$ cat config.mk
export PLATFORM = sky130hd
export DESIGN_NAME = serial_rx
export DESIGN_NICKNAME = d
export VERILOG_FILES = /design/src/rtl/serial_rx_pkg.sv /design/src/rtl/serial_rx_sync2.sv /design/src/rtl/serial_rx.sv
export SDC_FILE = /design/constraint.sdc
export NUM_CORES = 1
export LEC_CHECK = 0
export CAP_MARGIN = 20
export CELL_PAD_IN_SITES_DETAIL_PLACEMENT = 1
export CELL_PAD_IN_SITES_GLOBAL_PLACEMENT = 1
export CORE_MARGIN = 2
export CORE_UTILIZATION = 36
export DETAILED_ROUTE_END_ITERATION = 10
export GPL_TIMING_DRIVEN = 0
export PLACE_DENSITY = 0.73
export SYNTH_ARGS = -nofsm -noshare
export SYNTH_HDL_FRONTEND = slang
export SYNTH_SLANG_ARGS = --single-unit
$ cat constraint.sdc
create_clock -name sysclk -period 2.4 [get_ports sysclk]
set_input_delay 0.48 -clock sysclk [delete_from_list [all_inputs] [get_ports sysclk]]
set_output_delay 0.48 -clock sysclk [all_outputs]
set_load 0.02 [all_outputs]
$ cat src/rtl/serial_rx_pkg.sv
// Shared definitions for the serial receive path: FSM encoding and the
// common 9600-baud timing constants used by serial_rx and its neighbours.
package serial_rx_pkg;

    typedef enum logic [2:0] {
        ST_IDLE  = 3'd0,
        ST_START = 3'd1,
        ST_DATA  = 3'd2,
        ST_STOP  = 3'd3,
        ST_BREAK = 3'd4
    } rx_state_t;

    // 50 MHz / 9600 baud
    localparam int CLKS_PER_BIT_9600 = 5208;
    localparam int CNT_W             = 13;

endpackage

$ cat src/rtl/serial_rx_sync2.sv
// Two-flop synchroniser for an asynchronous input; resets to 1 so an idle
// serial line or released button reads as inactive.
module serial_rx_sync2 (
    input  logic sysclk,
    input  logic reset,
    input  logic d,
    output logic q
);

    logic meta_q, meta_d;
    logic sync_q, sync_d;

    always_comb begin
        meta_d = d;
        sync_d = meta_q;
    end

    always_ff @(posedge sysclk) begin
        if (reset) begin
            meta_q <= 1'b1;
            sync_q <= 1'b1;
        end else begin
            meta_q <= meta_d;
            sync_q <= sync_d;
        end
    end

    assign q = sync_q;

endmodule

$ cat src/rtl/serial_rx.sv
// 8N1 asynchronous receiver: mid-bit sampling, one-cycle valid strobe and
// one-cycle framing-error strobe; a held-low line parks in BREAK.
//
//  state | meaning
//  IDLE  | line idle, waiting for a low sample
//  START | timing to mid start bit, rejecting glitches
//  DATA  | sampling 8 data bits LSB first
//  STOP  | sampling the stop bit
//  BREAK | stop bit was low; wait for the line to return high
module serial_rx #(
    parameter int CLKS_PER_BIT = serial_rx_pkg::CLKS_PER_BIT_9600,
    parameter int CNT_W        = serial_rx_pkg::CNT_W
) (
    input  logic       sysclk,
    input  logic       reset,
    input  logic       serial_in,
    output logic [7:0] data,
    output logic       valid,
    output logic       frame_err,
    output logic       busy
);
    import serial_rx_pkg::*;

    localparam int             HALF    = CLKS_PER_BIT / 2;
    localparam logic [CNT_W-1:0] HALF_M1 = CNT_W'(HALF - 1);
    localparam logic [CNT_W-1:0] LAST    = CNT_W'(CLKS_PER_BIT - 1);

    logic rx_s;

    rx_state_t        state_q, state_d;
    logic [CNT_W-1:0] cnt_q, cnt_d;
    logic [2:0]       bitn_q, bitn_d;
    logic [7:0]       shift_q, shift_d;
    logic [7:0]       data_q, data_d;
    logic             valid_q, valid_d;
    logic             ferr_q, ferr_d;
    logic             busy_q, busy_d;

    serial_rx_sync2 u_sync (
        .sysclk (sysclk),
        .reset  (reset),
        .d      (serial_in),
        .q      (rx_s)
    );

    always_comb begin
        state_d = state_q;
        cnt_d   = cnt_q;
        bitn_d  = bitn_q;
        shift_d = shift_q;
        data_d  = data_q;
        valid_d = 1'b0;
        ferr_d  = 1'b0;
        case (state_q)
            ST_IDLE: begin
                if (!rx_s) begin
                    state_d = ST_START;
                    cnt_d   = '0;
                end
            end
            ST_START: begin
                if (cnt_q == HALF_M1) begin
                    cnt_d = '0;
                    if (!rx_s) begin
                        state_d = ST_DATA;
                        bitn_d  = 3'd0;
                    end else begin
                        state_d = ST_IDLE;
                    end
                end else begin
                    cnt_d = cnt_q + CNT_W'(1);
                end
            end
            ST_DATA: begin
                if (cnt_q == LAST) begin
                    shift_d = {rx_s, shift_q[7:1]};
                    cnt_d   = '0;
                    bitn_d  = bitn_q + 3'd1;
                    if (bitn_q == 3'd7) state_d = ST_STOP;
                end else begin
                    cnt_d = cnt_q + CNT_W'(1);
                end
            end
            ST_STOP: begin
                if (cnt_q == LAST) begin
                    cnt_d = '0;
                    if (rx_s) begin
                        data_d  = shift_q;
                        valid_d = 1'b1;
                        state_d = ST_IDLE;
                    end else begin
                        ferr_d  = 1'b1;
                        state_d = ST_BREAK;
                    end
                end else begin
                    cnt_d = cnt_q + CNT_W'(1);
                end
            end
            ST_BREAK: begin
                if (rx_s) state_d = ST_IDLE;
            end
            default: state_d = ST_IDLE;
        endcase
        busy_d = (state_d != ST_IDLE);
    end

    always_ff @(posedge sysclk) begin
        if (reset) begin
            state_q <= ST_IDLE;
            cnt_q   <= '0;
            bitn_q  <= 3'd0;
            shift_q <= 8'h00;
            data_q  <= 8'h00;
            valid_q <= 1'b0;
            ferr_q  <= 1'b0;
            busy_q  <= 1'b0;
        end else begin
            state_q <= state_d;
            cnt_q   <= cnt_d;
            bitn_q  <= bitn_d;
            shift_q <= shift_d;
            data_q  <= data_d;
            valid_q <= valid_d;
            ferr_q  <= ferr_d;
            busy_q  <= busy_d;
        end
    end

    assign data      = data_q;
    assign valid     = valid_q;
    assign frame_err = ferr_q;
    assign busy      = busy_q;

endmodule

# == After elaboration in Yosys (flattened, before gate mapping) ==
# Index checks and enable logic that the tools add are counted.
# op_classes
n_bitwise,2
reduce_logical,10
addsub,2
n_eq_ne,11
n_mux,19
# op_table
op,count
$mux W13,3
$pmux W13 S3,1
$mux W3,10
$pmux W3 S5,1
$add A13 B1 Y13 const B,1
$eq A13 B12 Y1 const B,1
$eq A13 B13 Y1 const B,1
$ne A2 B2 Y1 const B,4
$eq A3 B2 Y1 const B,2
$eq A3 B3 Y1 const B,2
$pmux W3 S2,1
$reduce_bool A3 Y1,2
$reduce_and A2 Y1,2
$reduce_and A4 Y1,1
$add A3 B1 Y3 const B,1
$eq A3 B1 Y1 const B,1
$logic_not A3 Y1,1
$reduce_and A3 Y1,1
$reduce_or A3 Y1,1
$mux W1,2
$mux W2,1
$not A1 Y1,2
$reduce_bool A2 Y1,1
$reduce_or A2 Y1,1
# word_totals
elab_cells,54
regBits,40
output_inout_bits,11

# == Logic depth before layout (Yosys ltp) ==
# Gate-level depths: netlist (run 1).
# depth
word_depth,5
depth_mapped,7

# == Hierarchy ==
# A second synthesis (run 1) with hierarchy kept.
# hier_totals
cells_unflattened,202
hier_area_um2,1760.4
# modules_own_cells
mod,instances,seq_area_each_um2,area_per_inst_um2,cells_each
serial_rx,1,760.7,1707.9,198
serial_rx_sync2,1,40.0,52.6,4

# == Least setup slack after synthesis (run 1) ==
# Ideal clock, no wire load.
# synth_path
kind,reg2reg
from,register cnt_q[0]
to,register bitn_q[1]
required_ns,2.329
path_slack_ns,0.084
arrival_ns,2.246
path_stages_with_launch,7
synth_period_minus_slack_ns,2.316
setup_time_ns,0.071
path_cell_list,dfxtp_1 > ha_1 > or3b_1 > nor4_4 > a32oi_2 > or4b_1 > a21oi_1
# synth_via
elab_chain_len,3
elab_cells_between_ends,5
cone_classes,eq/ne (4); reduce/logical (1)
# synth_lines
item,line,source
"start, declared",serial_rx.sv:31,"logic [CNT_W-1:0] cnt_q, cnt_d;"
"start signal, assigned",serial_rx.sv:119,cnt_q <= cnt_d;
$eq A13 B13 Y1 / $eq A13 B12 Y1 (equally long branches),"serial_rx.sv:75, serial_rx.sv:62",
$ne A2 B2 Y1 (no source line),n/a,
$reduce_and A4 Y1 (no source line) *,n/a,
"end signal, assigned",serial_rx.sv:120,bitn_q <= bitn_d;
"end, declared",serial_rx.sv:32,"logic [2:0] bitn_q, bitn_d;"
# Mark *: on every way between the ends. The rest lies on a longest branch, timed or not.
# A chain may end at the register's enable or synchronous reset.

# == Final worst setup path (run 1) ==
# Ends and elaborated chain as after synthesis.

==> out/results.ini, run 1 <==
[setup_path]
timing.critical_path.to_type=register
rrSetupSlack_ns=0.09
worst_r2r_endpoint=bitn_q[1]$_SDFFE_PP0P_
required_ns=2.63
worst_ep_arrival_time_ns=2.54
r2r_cells=7
worst_r2r_startpoint=cnt_q[0]$_SDFFE_PP0P_
timing.critical_path.fanout_max=7
timing.setup.critical_path_class=register to register
start_kind=register

[timing]
max_slew_margin_pct=61.0
fin_worst_hold_slack_ns=0.416
hold_viol_final=0
final.setup_skew_ns=0.00708
period_needed_ns=2.31
grt_setup_unrepaired=true
timing.final.crit_share_pct=96.2
worst-slew-pin-transition_ns=0.586
fmax_mhz=433
finalMaxSlewViolations=0
final-setup-viol-count=0

[routing]
drt_iter0_markers=95
route.detailed.wl_per_inst_um=14.9
totalWireLength_mm=4.32
drtPass1Iterations=4
remaining_drc_errors=0
vias_per_cell=5.27
ant_nets=0
via_count=1528

[pwr]
ir_worst_vdd_mv=0.437
pnr_total_power_uw=1290
pwr_density_cell_mw_per_mm2=572
power.leakage_uw=0.000837

[finish]
final_cell_area_mm2=0.00225
insertedDiodeCount=0
fraction_of_final_layout_cells_with_drive_strength_greater_than_1_pct=15.2
area_growth_syn_to_layout_pct=23.7
finish.net_count=228

[die]
ioPinCount=14
die_h_um=75.1
die_width_um=75.1
core.rowCount=25
starting_utilization_of_the_core_area_pct=38.0
floorplan.core_area_mm2=0.00479
die_area_mm2=0.00564

[synthesis]
netlist-cell-type-count=40
synthesis.yosys.warnings=0
post_synth_instance_area_mm2=0.00182
postSynth.asyncResetShare_pct=0
synth.yosys.seq_area_share_pct=44.0
mappedNetlistNets=203
most_instantiated_flip_flop_cell_in_the_synthesis_netlist=dfxtp_1
yosys_register_bits=40
post_synth_inst_count=197
synth-edff-count=0
syn_avg_cell_area_um2=9.23

[grt]
global_route.peak_usage_layer=met2
met1_usage_pct=22.9
leftover_overflow_at_the_end_of_global_routing=0
first_global_vias=1511
gr-usage-met2_pct=27.3
grt_start_max_net_pins=15
grt_antenna_before_repair=0
globalRouteMet3Util_pct=4.02
grt_pass1_wl_mm=7.30
groute.usage.overall_pct=17.3

[cts]
worst_setup_hold_path_clk_slew_ns=0.08
worstSkewPairLatency_ns=0.30
clock_net_sink_count=40
htree_num_levels=2
tritoncts.num_buffers=5
root_buffer=clkbuf_8
max-clock-path-buffers=2
tritoncts=yes

[placement]
hpwlAfterDp_mm=2.83
finalWeightedCongestion=0.717
placedInstanceArea_mm2=0.00202
port_buffers=12

[min_path]
min_delay_path_depth=1
hold_start=u_sync.meta_q$_SDFF_PP1_
holdCritPathClass=register to register
hold_path_end=u_sync.q$_SDFF_PP1_

[flow_run]
timing.max_cap.violations=0

[outcome]
status=complete, no violations

==> placed cells by master (no fill, tap or decap), types with 3 or more instances in the layout <==
cell and n:
a31oi_1 7, mux2i_1 17, clkbuf_8 5, nor3_1 4, clkbuf_1 11, or4b_1 3, o21ai_0 3, or3b_2 3
and3_1 3, clkdlybuf4s50_1 12, nand4_1 3, nor2_1 29, nand2b_1 3, xor2_1 4, nand2_1 19, dfxtp_1 38
buf_4 6, nand3_1 10
==> logic make-up (layout without fill, tap and decap cells) <==
logic type / Yosys count / after routing / synth area share (%)
simple gates: 93 / 93 / 28.5
flops: 40 / 40 / 44.0
compound gates: 25 / 25 / 9.77
mux: 18 / 18 / 10.8
buf+inv: 14 / 40 / 2.96
xor+xnor: 4 / 4 / 1.93
fa+ha+maj: 3 / 3 / 2.06
==> where the power goes <==
group	switching, uW	internal, uW
combinational	34.8	16.3
sequential	2.21	667
clock	254	313
==> synthesized netlist by cell type (all sizes together), types with 2 or more instances <==
cell type  number  share of area (%)
dfxtp          40                 44
nor2           29                6.0
nand2          19                3.9
mux2i          17                9.4
clkbuf         11                2.3
nand3          10                2.8
a31oi           7                2.4
or4b            5                2.8
nand4           4                1.7
nor3            4                1.1
o21ai           4                1.1
or3b            4                1.9
xor2            4                1.9
a211oi          3                1.2
and3            3                1.0
ha              3                2.1
nand2b          3                1.0
nor4            3                2.7
a21oi           2               0.55
a22oi           2               0.83
a32oi           2                1.4
inv             2               0.41
nand3b          2               0.83
nor2b           2               0.69
or2             2               0.69
==> sequential cells by signal, summed over array words and instances (netlist names) <==
name / flops
cnt_q: 13
u_sync.meta_q: 1
data: 8
u_sync.q: 1
state_q: 3
valid: 1
busy: 1
frame_err: 1
bitn_q: 3
shift_q: 8
==> worst max path at each step <==
stage | endpoint | depth (start not counted) | slack [ns] | from
6_report | bitn_q[1]$_SDFFE_PP0P_ | 7 | 0.09 | cnt_q[0]$_SDFFE_PP0P_
5_1_grt | cnt_q[2]$_SDFFE_PP0P_ | 6 | -0.05 | state_q[0]$_SDFF_PP0_
4_1_cts | shift_q[2]$_SDFFE_PP0P_ | 8 | 0.01 | cnt_q[0]$_SDFFE_PP0P_
3_5_place_dp | cnt_q[7]$_SDFFE_PP0P_ | 6 | -0.43 | cnt_q[0]$_SDFFE_PP0P_
3_3_place_gp | cnt_q[9]$_SDFFE_PP0P_ | 6 | -0.38 | cnt_q[0]$_SDFFE_PP0P_
2_1_floorplan | bitn_q[1]$_SDFFE_PP0P_ | 6 | 0.08 | cnt_q[0]$_SDFFE_PP0P_
==> stage by stage <==
stage | utilization, % | cells | worst slack, ns | TNS [ns]
CTS | 45.5 | 287 | 0.0148 | 0
finish | 47.0 | 290 | 0.0904 | 0
floorplan | - | 197 | 0.0838 | 0
detailed placement | 42.3 | 276 | -0.429 | -8.16
global placement | 42.3 | 276 | -0.378 | -6.78
global route | 47.0 | 290 | -0.0490 | -0.0935
==> final cells by class <==
type	count	area [um^2]
fillers	568	2540
multi-input cells	143	1020
well taps	67	83.8
flip-flops and latches	40	806
inverters	2	7.51
plain buffers	12	52.6
repair buffers	18	165
clock inverters	3	47.5
clock buffers	5	68.8
==> routing by layer <==
metal / wire [um] / vias to the layer above
li1: - / 754
met1: 2120 / 751
met2: 2040 / 16
met3: 90 / 7
met4: 70 / 0
met5: 0 / -
==> what timing repair did <==
item	in CTS	in global routing
resized for setup	5	15
buffers inserted	3	2
setup endpoints to repair	34	26
gates cloned	0	1
hold buffers	0	0
pin swaps	1	4
==> worst max-delay path, stage by stage, from the launching register on <==
cell and delay, ns:
dfxtp_2 0.37, ha_4 0.17, or3b_4 0.39, nor4_4 0.32, buf_4 0.18, a32oi_2 0.14
or4b_4 0.53, a21oi_2 0.14
(Power assumes the default switching activity.)
==> run 2, diff against run 1 <==
--- a/config.mk
+++ b/config.mk
@@ -12,7 +12,9 @@
 export CORE_UTILIZATION = 36
 export DETAILED_ROUTE_END_ITERATION = 10
 export GPL_TIMING_DRIVEN = 0
+export MAX_ROUTING_LAYER = met4
 export PLACE_DENSITY = 0.73
+export SLEW_MARGIN = 20
 export SYNTH_ARGS = -nofsm -noshare
 export SYNTH_HDL_FRONTEND = slang
 export SYNTH_SLANG_ARGS = --single-unit
==> run 2 against run 1 <==
Sequential share of layout area is the same. Clock-buffer cell count is the same. Worst hold slack is the same. Fmax is essentially flat. First-iteration DRC count grew 14%. Utilization is the same. Clock power is essentially flat. Via count grew 0.20%. Flip-flop and latch count is the same. Clock skew is essentially flat. Worst setup slack is essentially flat. Non-clock buffer count is the same. Critical endpoint unchanged. Highest routed layer unchanged.
==> out/results.ini, run 2 (synthesized netlist as in run 1, its figures left out) <==
[grt]
gr-usage-met2_pct=27.3  ; unchanged
grt_antenna_before_repair=0  ; unchanged
grt_start_max_net_pins=15  ; unchanged
first_global_vias=1509  ; was 1511
grt_pass1_wl_mm=7.31  ; was 7.30 mm
groute.usage.overall_pct=17.8  ; was 17.3%
leftover_overflow_at_the_end_of_global_routing=0  ; unchanged
global_route.peak_usage_layer=met2  ; unchanged
globalRouteMet3Util_pct=4.02  ; unchanged
met1_usage_pct=22.9  ; unchanged

[timing]
hold_viol_final=0  ; unchanged
fmax_mhz=433  ; about the same
period_needed_ns=2.31  ; about the same
final-setup-viol-count=0  ; unchanged
grt_setup_unrepaired=true  ; unchanged
finalMaxSlewViolations=0  ; unchanged
max_slew_margin_pct=60.8  ; was 61.0%
fin_ws_ns=0.0902  ; was 0.0904 ns
timing.final.crit_share_pct=96.2  ; about the same
worst-slew-pin-transition_ns=0.587  ; was 0.586 ns
final.setup_skew_ns=0.00708  ; about the same

[finish]
largest_register=cnt_q  ; unchanged
fraction_of_final_layout_cells_with_drive_strength_greater_than_1_pct=15.2  ; unchanged
final-seq-area_um2=806  ; unchanged
insertedDiodeCount=0  ; unchanged
num-fill-cells=568  ; unchanged
most_common_cell_after_layout_fill_and_taps_aside=dfxtp_1  ; unchanged
multiInputGateArea_mm2=0.00102  ; unchanged
area_growth_syn_to_layout_pct=23.7  ; unchanged
finish.utilization_pct=47.0  ; unchanged
finish.net_count=228  ; unchanged
largest_register_ffs=13  ; unchanged
commonest_cells_after_routing_fill_and_taps_aside=dfxtp_1, nor2_1, nand2_1  ; unchanged

[placement]
hpwlAfterDp_mm=2.83  ; unchanged
place_ws_ns=-0.429  ; unchanged
port_buffers=12  ; unchanged
finalWeightedCongestion=0.725  ; was 0.717

[die]
starting_utilization_of_the_core_area_pct=38.0  ; unchanged
ioPinCount=14  ; unchanged
die_width_um=75.1  ; unchanged
die_h_um=75.1  ; unchanged
floorplan.core_area_mm2=0.00479  ; unchanged
die_area_mm2=0.00564  ; unchanged
core.rowCount=25  ; unchanged

[setup_path]
required_ns=2.63  ; about the same
timing.critical_path.to_type=register  ; unchanged
critical_path.cell_chain=ha_4 -> or3b_4 -> nor4_4 -> buf_4 -> a32oi_2 -> or4b_4 -> a21oi_2  ; unchanged
worst_r2r_startpoint=cnt_q[0]$_SDFFE_PP0P_  ; unchanged
timing.critical_path.fanout_max=7  ; unchanged
timing.setup.critical_path_class=register to register  ; unchanged
start_kind=register  ; unchanged
r2r_cells=7  ; unchanged
worst-path-buf-inv=1  ; unchanged
rrSetupSlack_ns=0.09  ; about the same
worst_ep_arrival_time_ns=2.54  ; about the same
critPathMaxStageDelay_ns=0.53  ; about the same
worst_r2r_endpoint=bitn_q[1]$_SDFFE_PP0P_  ; unchanged
cp_top_family=simple AND/OR/NAND/NOR gates  ; unchanged
crit_path_top_delay_cell=or4b_4  ; unchanged

[cts]
tritoncts.num_buffers=5  ; unchanged
root_buffer=clkbuf_8  ; unchanged
max-clock-path-buffers=2  ; unchanged
htree_num_levels=2  ; unchanged
clock_net_sink_count=40  ; unchanged
worstSkewPairLatency_ns=0.30  ; about the same
tritoncts=yes  ; unchanged
post_cts_hold_buffer_count=0  ; unchanged
worst_setup_hold_path_clk_slew_ns=0.08  ; about the same

[min_path]
holdCritPathClass=register to register  ; unchanged
hold_path_end=u_sync.q$_SDFF_PP1_  ; unchanged
hold_start=u_sync.meta_q$_SDFF_PP1_  ; unchanged
min_delay_path_depth=1  ; unchanged

[flow_run]
timing.max_cap.violations=0  ; unchanged

[pwr]
pnr_total_power_uw=1290  ; about the same
power.leakage_uw=0.000837  ; unchanged
pwr_density_cell_mw_per_mm2=572  ; about the same
ir_worst_vdd_mv=0.437  ; about the same

[routing]
via_count=1531  ; was 1528
totalWireLength_mm=4.32  ; about the same
ant_nets=0  ; unchanged
vias_per_cell=5.28  ; was 5.27
drt_iter0_markers=108  ; was 95
route.detailed.wl_per_inst_um=14.9  ; about the same
remaining_drc_errors=0  ; unchanged
drtPass1Iterations=4  ; unchanged

[outcome]
status=complete, no violations  ; unchanged

==> run 2: through the flow <==
step	instances	hold WS (ns)	instance area, um^2	TNS [ns]
finish	290	0.416	2250	0
global route	290	0.450	2250	-0.0935
CTS	287	0.415	2180	0
detailed placement	276	0.394	2020	-8.16
global placement	276	0.393	2020	-6.78
floorplan	197	0.389	1820	0
==> run 2: worst max-delay path by stage <==
stage	from	endpoint	slack [ns]	depth (start not counted)
2_1_floorplan	cnt_q[0]$_SDFFE_PP0P_	bitn_q[1]$_SDFFE_PP0P_	0.08	6
3_3_place_gp	cnt_q[0]$_SDFFE_PP0P_	cnt_q[9]$_SDFFE_PP0P_	-0.38	6
5_1_grt	state_q[0]$_SDFF_PP0_	cnt_q[2]$_SDFFE_PP0P_	-0.05	6
4_1_cts	cnt_q[0]$_SDFFE_PP0P_	shift_q[2]$_SDFFE_PP0P_	0.01	8
6_report	cnt_q[0]$_SDFFE_PP0P_	bitn_q[1]$_SDFFE_PP0P_	0.09	7
3_5_place_dp	cnt_q[0]$_SDFFE_PP0P_	cnt_q[7]$_SDFFE_PP0P_	-0.43	6
==> run 2: metal layers <==
| layer | routed length [um] | up-vias | part of all wire (%) |
|---|---|---|---|
| met5 | 0 | - | 0 |
| met4 | 69 | 0 | 1.6 |
| met3 | 90 | 7 | 2.1 |
| met2 | 2040 | 16 | 47 |
| met1 | 2110 | 754 | 49 |
| li1 | - | 754 | - |
==> run 2: area by class of cell <==
type                       instances  area share (%)
buffer                            12            2.34
clock buffer                       5            3.06
clock inverter                     3            2.11
inverter                           2           0.334
multi-input combinational        143            45.3
sequential                        40            35.8
tap                               67            3.73
timing repair buffer              18            7.34
==> run 2: report_power, final <==
part | internal (uW) | switching (uW)
sequential | 667 | 2.21
clock | 313 | 254
combinational | 16.3 | 34.9
==> run 2: what timing repair did <==
item | CTS | global route
setup buffers | 3 | 2
pin swaps | 1 | 4
setup endpoints to repair | 34 | 26
gates resized for setup | 5 | 15
cloned | 0 | 1
==> run 3, diff against run 2 <==
--- a/config.mk
+++ b/config.mk
@@ -5,7 +5,7 @@
 export SDC_FILE = /design/constraint.sdc
 export NUM_CORES = 1
 export LEC_CHECK = 0
-export CAP_MARGIN = 20
+export ABC_CLOCK_PERIOD_IN_PS = 2400
 export CELL_PAD_IN_SITES_DETAIL_PLACEMENT = 1
 export CELL_PAD_IN_SITES_GLOBAL_PLACEMENT = 1
 export CORE_MARGIN = 2
==> results of run 3 <==
Same layout as run 2: the final DEF is identical, and so are final timing and power.
